**src/rtl/rc_lfsr_gen.sv**
```systemverilog
// rc_lfsr_gen: sequential Keccak iota round-constant generator.
// Produces RC[ir] for rounds FIRST_ROUND .. FIRST_ROUND+ROUNDS-1 by stepping
// the standard 8-bit rc(t) LFSR once per clock, seven steps per round.
//
// Handshake: outValid=1 means outData/outRoundNumber carry the constant of the
// current round and stay stable until consumed; a cycle with outValid=1 and
// inNext=1 consumes it. inNext is ignored whenever outValid=0. inStart is
// sampled every cycle, aborts whatever is in flight and has priority over inNext.
module rc_lfsr_gen #(
  parameter int LANE_W      = 64,
  parameter int ROUNDS      = 24,
  parameter int FIRST_ROUND = 0
) (
  input  logic              inClk,
  input  logic              inRstN,
  input  logic              inStart,
  input  logic              inNext,
  output logic              outValid,
  output logic [LANE_W-1:0] outData,
  output logic [7:0]        outRoundNumber,
  output logic              outBusy,
  output logic              outDone,
  output logic [1:0]        dbgState
);

  typedef enum logic [1:0] {
    ST_IDLE  = 2'd0,
    ST_SKIP  = 2'd1,
    ST_GEN   = 2'd2,
    ST_READY = 2'd3
  } state_t;

  // Skipped rounds still cost seven LFSR steps each.
  localparam int SKIP_STEPS = 7 * FIRST_ROUND;
  localparam int SKIP_W     = (SKIP_STEPS > 1) ? $clog2(SKIP_STEPS) : 1;
  localparam logic [SKIP_W-1:0] SKIP_LAST =
    SKIP_W'((SKIP_STEPS > 0) ? SKIP_STEPS - 1 : 0);

  // Round index k runs 0 .. ROUNDS-1 within a run.
  localparam int K_W = (ROUNDS > 1) ? $clog2(ROUNDS) : 1;
  localparam logic [K_W-1:0] K_LAST = K_W'(ROUNDS - 1);

  // outRoundNumber is 1-based and absolute: FIRST_ROUND + k + 1.
  localparam logic [7:0] RN_BASE = 8'(FIRST_ROUND + 1);

  localparam state_t     START_ST  = (FIRST_ROUND > 0) ? ST_SKIP : ST_GEN;
  localparam logic [7:0] LFSR_INIT = 8'h01;
  // x^8+x^6+x^5+x^4+1 with R[0] the oldest bit: feedback lands on bits 0,4,5,6.
  localparam logic [7:0] LFSR_TAPS = 8'b0111_0001;

  state_t              state;
  state_t              state_next;
  logic [7:0]          lfsr;
  logic [7:0]          lfsr_step;
  logic [2:0]          step_cnt;
  logic [SKIP_W-1:0]   skip_cnt;
  logic [K_W-1:0]      k;
  logic [LANE_W-1:0]   shadow;
  logic [LANE_W-1:0]   shadow_ins;
  logic [7:0]          rnum_next;

  // Control strobes decoded by the FSM for the datapath.
  logic load;      // restart the run from the beginning
  logic step_en;   // advance the LFSR by one step
  logic gen_done;  // seventh step of a GEN round: publish the constant
  logic adv;       // constant consumed, more rounds to go
  logic fin;       // last constant consumed

  // One LFSR step: output bit is R[0], shift up, fold R[7] back in.
  assign lfsr_step = {lfsr[6:0], 1'b0} ^ (lfsr[7] ? LFSR_TAPS : 8'h00);

  // Shadow with the current output bit merged in. Only bit positions
  // 2^j-1 are ever written; step j owns position 2^j-1. Positions beyond the
  // lane simply do not exist, so those steps are taken and their bit dropped.
  for (genvar i = 0; i < LANE_W; i++) begin : g_shadow
    if (((i + 1) & i) == 0) begin : g_tap
      assign shadow_ins[i] = shadow[i] | (lfsr[0] & (step_cnt == 3'($clog2(i + 1))));
    end else begin : g_pass
      assign shadow_ins[i] = shadow[i];
    end
  end

  assign rnum_next = RN_BASE + 8'(k);

  // State register.
  always_ff @(posedge inClk or negedge inRstN) begin
    if (!inRstN) begin
      state <= ST_IDLE;
    end else begin
      state <= state_next;
    end
  end

  // Next-state and control strobes; inStart overrides everything else.
  always_comb begin
    state_next = state;
    load       = 1'b0;
    step_en    = 1'b0;
    gen_done   = 1'b0;
    adv        = 1'b0;
    fin        = 1'b0;
    if (inStart) begin
      load       = 1'b1;
      state_next = START_ST;
    end else begin
      case (state)
        ST_IDLE: begin
          state_next = ST_IDLE;
        end
        ST_SKIP: begin
          step_en = 1'b1;
          if (skip_cnt == SKIP_LAST) begin
            state_next = ST_GEN;
          end
        end
        ST_GEN: begin
          step_en = 1'b1;
          if (step_cnt == 3'd6) begin
            gen_done   = 1'b1;
            state_next = ST_READY;
          end
        end
        ST_READY: begin
          if (inNext) begin
            if (k == K_LAST) begin
              fin        = 1'b1;
              state_next = ST_IDLE;
            end else begin
              adv        = 1'b1;
              state_next = ST_GEN;
            end
          end
        end
        default: begin
          state_next = ST_IDLE;
        end
      endcase
    end
  end

  // LFSR, step/skip/round counters and the shadow lane.
  always_ff @(posedge inClk or negedge inRstN) begin
    if (!inRstN) begin
      lfsr     <= LFSR_INIT;
      step_cnt <= 3'd0;
      skip_cnt <= '0;
      k        <= '0;
      shadow   <= '0;
    end else if (load) begin
      lfsr     <= LFSR_INIT;
      step_cnt <= 3'd0;
      skip_cnt <= '0;
      k        <= '0;
      shadow   <= '0;
    end else begin
      if (step_en) begin
        lfsr <= lfsr_step;
      end
      // Skip counter stops at its last value rather than wrapping.
      if (state == ST_SKIP && skip_cnt != SKIP_LAST) begin
        skip_cnt <= skip_cnt + 1'b1;
      end
      if (state == ST_GEN) begin
        shadow   <= shadow_ins;
        step_cnt <= gen_done ? 3'd0 : step_cnt + 3'd1;
      end
      // The next round starts from an empty shadow; the LFSR keeps running.
      if (adv) begin
        shadow <= '0;
        k      <= k + 1'b1;
      end
    end
  end

  // Published constant, round number and the done pulse.
  always_ff @(posedge inClk or negedge inRstN) begin
    if (!inRstN) begin
      outData        <= '0;
      outRoundNumber <= 8'd0;
      outDone        <= 1'b0;
    end else begin
      outDone <= fin;
      if (gen_done) begin
        outData        <= shadow_ins;
        outRoundNumber <= rnum_next;
      end
    end
  end

  assign outValid = (state == ST_READY);
  assign outBusy  = (state == ST_SKIP) || (state == ST_GEN);
  assign dbgState = state;

endmodule

```
**config.mk**
```make
export PLATFORM = sky130hd
export DESIGN_NAME = rc_lfsr_gen
export DESIGN_NICKNAME = d
export VERILOG_FILES = /design/src/rtl/rc_lfsr_gen.sv
export SDC_FILE = /design/constraint.sdc
export NUM_CORES = 1
export LEC_CHECK = 0
export CORE_MARGIN = 2
export CORE_UTILIZATION = 45
export DETAILED_ROUTE_END_ITERATION = 7
export PLACE_DENSITY = 0.89
export SLEW_MARGIN = 20
export SYNTH_ARGS = -nofsm -noshare
export SYNTH_HDL_FRONTEND = slang
export SYNTH_SLANG_ARGS = --single-unit
```
**constraint.sdc**
```tcl
create_clock -name inClk -period 1.87 [get_ports inClk]
set_clock_uncertainty 0.1 [all_clocks]
set_input_delay 0.374 -clock inClk [delete_from_list [all_inputs] [get_ports inClk]]
set_output_delay 0.374 -clock inClk [all_outputs]
set_load 0.02 [all_outputs]
```
==> results.py <==
metrics = {
    "synth": {
        "yosysTopAreaCell": "dfrtp_1",
        "yosysWarningCount": 0,
        "yosysSeqAreaShare_pct": 43.79,
        "synth_area_leaders": "dfrtp_1 43%, buf_4 19%, ha_1 5.5%",
        "synth_edf_count": 0,
        "yosysTopAreaCellShare_pct": 42.65,
        "yosysMostFrequentCell": "buf_4",
        "syn_area_sq_um": 2288,
        "syn_area_per_cell_sq_um": 9.822,
        "dominantRegCellSynth": "dfrtp_1",
        "synthTopCellsByCount": "59 x buf_4, 39 x dfrtp_1, 16 x nand2_1, 16 x nor2_1, 13 x o21ai_0",
        "synthDistinctLibCells": 37,
        "ys_ff_latch": 40,
        "synthArstFlopShare_pct": 100.0,
        "synthCells": 233,
    },
    "floorplan": {
        "die-area_sq_um": 5672,
        "start_util_pct": 47.51,
        "core_sq_um": 4817,
        "die_x_um": 75.31,
        "rows": 25,
        "die_height_um": 75.31,
        "pin_count": 81,
    },
    "min_path": {
        "worstHoldPathType": "reg -> reg",
        "hp-start": "outData[15]",
        "hold_depth": 2,
    },
    "power": {
        "cellLeakagePower_nw": 1.284,
        "ir_worst_vdd_mv": 0.6466,
        "p_per_area_nw_per_um2": 1087,
    },
    "setup_path": {
        "crit_type": "reg -> out",
        "timing.rr.start": "dbgState[1]",
        "crit_start": "outRoundNumber[5]",
        "crit_required_ns": 1.40,
        "cp_slowest_cell": "clkdlybuf4s50_1",
        "path_buf_inv": 1,
        "worst_setup_path_start_kind": "flip-flop",
        "crit_family": "buffers and inverters",
        "cp-end-kind": "output pin",
        "reg2reg_slack_ns": 0.16,
        "worst_ep_arrival_time_ns": 1.29,
        "crit_path_max_fanout": 2,
        "worstSetupPathDepth": 1,
        "slowest_delay_ns": 0.61,
        "worstPathCellList": "clkdlybuf4s50_1",
        "r2r_cells": 6,
    },
    "global_route": {
        "grt_pass1_wl_um": 6313,
        "grt_max_degree": 23,
        "antenna_found_initial": 0,
        "first_global_vias": 1402,
        "groute.usage.overall_pct": 15.00,
        "grt-ovfl-total": 0,
    },
    "placed_design": {
        "routabilityCongestion": 0.8291,
        "hpwlAfterDp_um": 2833,
        "portBuffers": 21,
        "dp_cells": 329,
    },
    "timing": {
        "min_period_ns": 1.759,
        "setup_tns_ns": 0,
        "hold_slack_ns": 0.3784,
        "drv_slew": 0,
        "rsz0062_at_grt": "no",
        "fin_crit_sh_pct": 94.07,
        "setup_violations": 0,
        "fmax_mhz": 568.5,
        "finalHoldViolCount": 0,
    },
    "clocking": {
        "clk_path_buf_depth": 2,
        "cts_sinks": 40,
        "htree_levels": 2,
        "cts_made_buffers": 5,
        "cts_tree": "done",
        "clk_latency_ns": 0.31,
        "cts.clk_slew.worst_paths_ns": 0.09,
        "root_buffer": "clkbuf_8",
    },
    "final_layout": {
        "nets": 284,
        "antennaDiodeCount": 0,
        "area_growth_pct": 12.52,
        "fin_cells": 338,
        "num-fill-cells": 452,
        "layout-drive-gt1-share_pct": 14.02,
    },
    "drt": {
        "drtIter0Drc": 96,
        "viasPerCell": 4.485,
        "wire_per_inst_um": 11.31,
        "drc": 0,
        "num_vias": 1516,
        "drt_wl_total_um": 3824,
        "firstDrtPassIters": 5,
        "ant_nets": 0,
    },
    "flow_run": {
        "maxCapViolations": 0,
    },
    "status": {
        "status": "completed",
    },
}
## repair_timing
action	CTS	global route
setup buffers	0	0
hold buffers	1	0
resized for setup	5	5
endpoints found under the hold margin	17	0
endpoints found under the setup margin	3	4
## worst paths after layout
path | end
worst max-delay path | outRoundNumber[5]
worst min-delay path | outData[15]
worst max register to register | k[3]
worst min register to register | outData[15]
max in group asynchronous | lfsr[0]
min in group asynchronous | shadow[15]
## layout by cell type, fill, tap and decap left out, types with 2 or more instances in the layout
cell type and n:
a31oi_1 8, nor2_1 16, conb_1 59, a21oi_1 12
mux2_2 5, xor2_1 5, dfrtp_1 39, inv_1 8
mux2i_1 5, nor3_1 3, clkbuf_8 5, nand3_1 2
nand4_1 3, clkdlybuf4s50_1 16, clkinv_4 2, nor2b_1 3
buf_4 14, ha_1 10, o21ai_0 13, nand2_1 15
buf_2 2, nand4b_1 2
## sequential cells by signal, indices dropped and copies added (netlist names)
register	count
dbgState	2
k	5
lfsr	8
outData	7
outDone	1
outRoundNumber	6
shadow	7
skip_cnt	1
step_cnt	3
## logic make-up after synthesis
logic type	share of synthesized area, %
compound gates	10.28
xor+xnor	2.296
fa+ha+maj	5.467
buf+inv	21.65
flops	43.79
mux	4.647
other cells	0.1639
simple gates	11.70
## area by class of cell
class,instances,area [sq um],area share [%]
well taps,67,83.83,3.256
flip-flops and latches,40,1002,38.92
inverters,8,30.03,1.166
clock inverters,3,47.55,1.846
repair buffers,37,331.6,12.88
multi-input cells,178,1011,39.26
clock buffers,5,68.82,2.672
## per-layer routing
| layer | GRT usage, % | wire length (um) |
|---|---|---|
| met1 | 19.17 | 1679 |
| met2 | 22.90 | 1855 |
| met3 | 5.423 | 227 |
| met4 | 6.823 | 61 |
| met5 | 0 | 0 |
## per-stage QoR
stage | utilization (%) | total power [mW] | instance area, sq um | worst slack (ns)
2_1_floorplan | - | 1.829 | 2507 | 0.002514
3_3_place_gp | 50.96 | 2.070 | 2455 | 0.05264
3_5_place_dp | 50.96 | 2.118 | 2455 | 0.02425
4_1_cts | 53.56 | 2.841 | 2580 | 0.003777
5_1_grt | 53.45 | 2.980 | 2575 | 0.05032
6_report | 53.45 | 2.799 | 2575 | 0.1109
## power by group
group / internal [mW] / switching, mW / leakage (nW) / total [mW]
registers: 0.979 / 0.0810 / 0.545 / 1.06
clock network: 0.402 / 0.325 / 0.0583 / 0.726
logic: 0.408 / 0.605 / 0.680 / 1.01
Power figures use the tool's default switching activity.
==> variant (same flow settings) <==
Change the parameter `LANE_W` from 64 to 128.
--- a/src/rtl/rc_lfsr_gen.sv
+++ b/src/rtl/rc_lfsr_gen.sv
@@ -7,7 +7,7 @@
 // inNext=1 consumes it. inNext is ignored whenever outValid=0. inStart is
 // sampled every cycle, aborts whatever is in flight and has priority over inNext.
 module rc_lfsr_gen #(
-  parameter int LANE_W      = 64,
+  parameter int LANE_W      = 128,
   parameter int ROUNDS      = 24,
   parameter int FIRST_ROUND = 0
 ) (
Ports: changed (resized outData); port bits go from 81 to 145. No check against the original RTL was run, so the function may have changed too.
==> variant against the unedited design <==
  * Synthesized cell count rose by 30%
  * Non-clock buffer count did not move
  * Wire length rose by 15%
  * Power rose by 5.8%
  * First-iteration DRC count fell by 21%
  * Maximum frequency rose by 0.20%
  * Sequential cell count rose by 2
  * Global-route usage fell by 2.8 points
  * Critical path depth rose by 4
  * Cell area rose by 13%
  * Worst setup slack improved by 3.5 ps
  * Sequential share of layout area fell by 2.5 points
  * Synthesized area rose by 27%
  * Critical endpoint is now shadow[31]
==> variant: results (changes against the unedited design) <==
Route
  • DRT iter0 DRCs: 76 (-21%)
  • Final Routed Wirelength: 4411 um (+15%)
  • Metal3 WL: 375 um (+65%)
  • Routed wl met2: 2106 um (+14%)
  • Vias: 1723 (+14%)
  • Routed length on met1: 1837 um (+9.4%)
  • Via/cell ratio: 4.162 (-7.2%)
  • Detailed Routing Iterations Pass 1: 4 (-1)

Hold path
  • Hold worst-path end: outRoundNumber[4]
  • HP Start: outRoundNumber[4]

Global route
  • Vias in the first global route: 1426 (+1.7%)
  • Largest net degree at the start of global routing: 22 (-4.3%)
  • Met1 Usage GRT: 0.1541 (-0.03752)
  • Total GRT Usage: 0.1225 (-0.02752)
  • Grt total ovfl: 0 (unchanged)
  • Met2 Usage GRT: 0.1948 (-0.03418)
  • Met3 GRT Util: 0.03147 (-0.02277)
  • First-pass GRT wire length: 6962 um (+10%)

Setup path
  • Crit path DAT: 1890 ps (+600 ps)
  • R2R Path End: shadow[31]
  • Cells on worst reg2reg path: 5 (-1)
  • Crit path largest cell delay: 430 ps (-180 ps)
  • Largest delay share family, worst path: simple AND/OR/NAND/NOR gates
  • R2r setup slk: 110 ps (-50 ps)
  • Crit path max fanout: 7 (+5)
  • Crit path max-delay cell type: dfrtp_1
  • R2R Path Start: k[0]

Power
  • Static Leakage: 1.531 nW (+19%)
  • Sequential power share: 0.389 (+0.010)
  • Worst VDD drop: 0.7401 mV (+14%)
  • Internal cell power: 0.001774 W (-0.81%)

Run status
  • Status: finished clean

Clocking
  • Post-CTS sizing: 7 (+2)
  • Clock Tree Root: clkbuf_8
  • Clock Latency Late Sink: 290 ps (-20 ps)
  • Htree depth: 2 (unchanged)

Layout
  • Top Registers: lfsr x8, outData x8, shadow x8
  • Fillers: 588 (+30%)
  • Final #Nets: 350 (+23%)
  • Layout cells sized above 1: 0.1246 (-0.01559)

Placed design
  • IO buf count: 22 (+4.8%)
  • Cells after DPL: 405 (+23%)
  • Placed wire-length estimate: 3412 um (+20%)
  • Final Wtd Congestion: 0.8167 (-1.5%)

Synth
  • Cells after Synth: 303 (+30%)
  • Synth cell types: 41 (+11%)
  • Seq/Total Area, Yosys: 0.3634 (-0.07450)
  • Main area contributors after synthesis: dfrtp_1 35%, buf_4 32%, ha_1 4.3%, nand2_1 2.6%, mux2i_1 2.1%
  • Most frequent cells after synthesis: 125 x buf_4, 41 x dfrtp_1, 20 x nand2_1, 11 x a21oi_1, 11 x nor2_1
-- variant: power groups by stage --
stage	logic, W	registers (W)	clock network, W
3_5_place_dp	0.00124	0.00117	0
2_1_floorplan	0.00104	0.00116	0
5_1_grt	0.00132	0.00117	0.000658
6_report	0.00120	0.00115	0.000606
4_1_cts	0.00122	0.00115	0.000622
3_3_place_gp	0.00121	0.00115	0
-- variant: stage by stage --
stage | total power (W) | worst slack [ps] | utilization | hold slack, ps | cell area (um^2)
floorplan | 0.002206 | 5.840 | - | -21.59 | 3357
global placement | 0.002366 | 4.048 | 0.4471 | 200.8 | 2806
detailed placement | 0.002405 | -45.52 | 0.4471 | 201.1 | 2806
CTS | 0.002995 | 21.42 | 0.4630 | 396.6 | 2907
global route | 0.003148 | 19.72 | 0.4616 | 411.2 | 2898
finish | 0.002961 | 114.5 | 0.4616 | 386.1 | 2898
-- variant: how the worst max path moves through the flow --
stage | start | to | slack [ps] | cells past startpoint
2_1_floorplan | dbgState[0] | outRoundNumber[1] | 6 | 7
3_3_place_gp | inStart | dbgState[0] | 4 | 5
3_5_place_dp | inStart | outData[31] | -50 | 6
4_1_cts | dbgState[0] | outValid | 20 | 3
5_1_grt | step_cnt[0] | dbgState[0] | 20 | 6
6_report | k[0] | shadow[31] | 110 | 5
-- variant: logic make-up after synthesis --
group           count (synthesis)  synth area share
buf+inv                       139            0.3466
simple gates                   55            0.1033
compound gates                 37           0.07779
mux                            11           0.04019
fa+ha+maj                      10           0.04322
flops                          42            0.3634
other cells                     1          0.001295
xor+xnor                        8           0.02420
-- variant: cell type report --
type / count / area share
multi-input combinational: 243 / 0.4482
sequential: 42 / 0.3640
timing repair buffer: 37 / 0.1140
tap: 77 / 0.03325
clock buffer: 7 / 0.02979
inverter: 7 / 0.009067
clock inverter: 1 / 0.001727
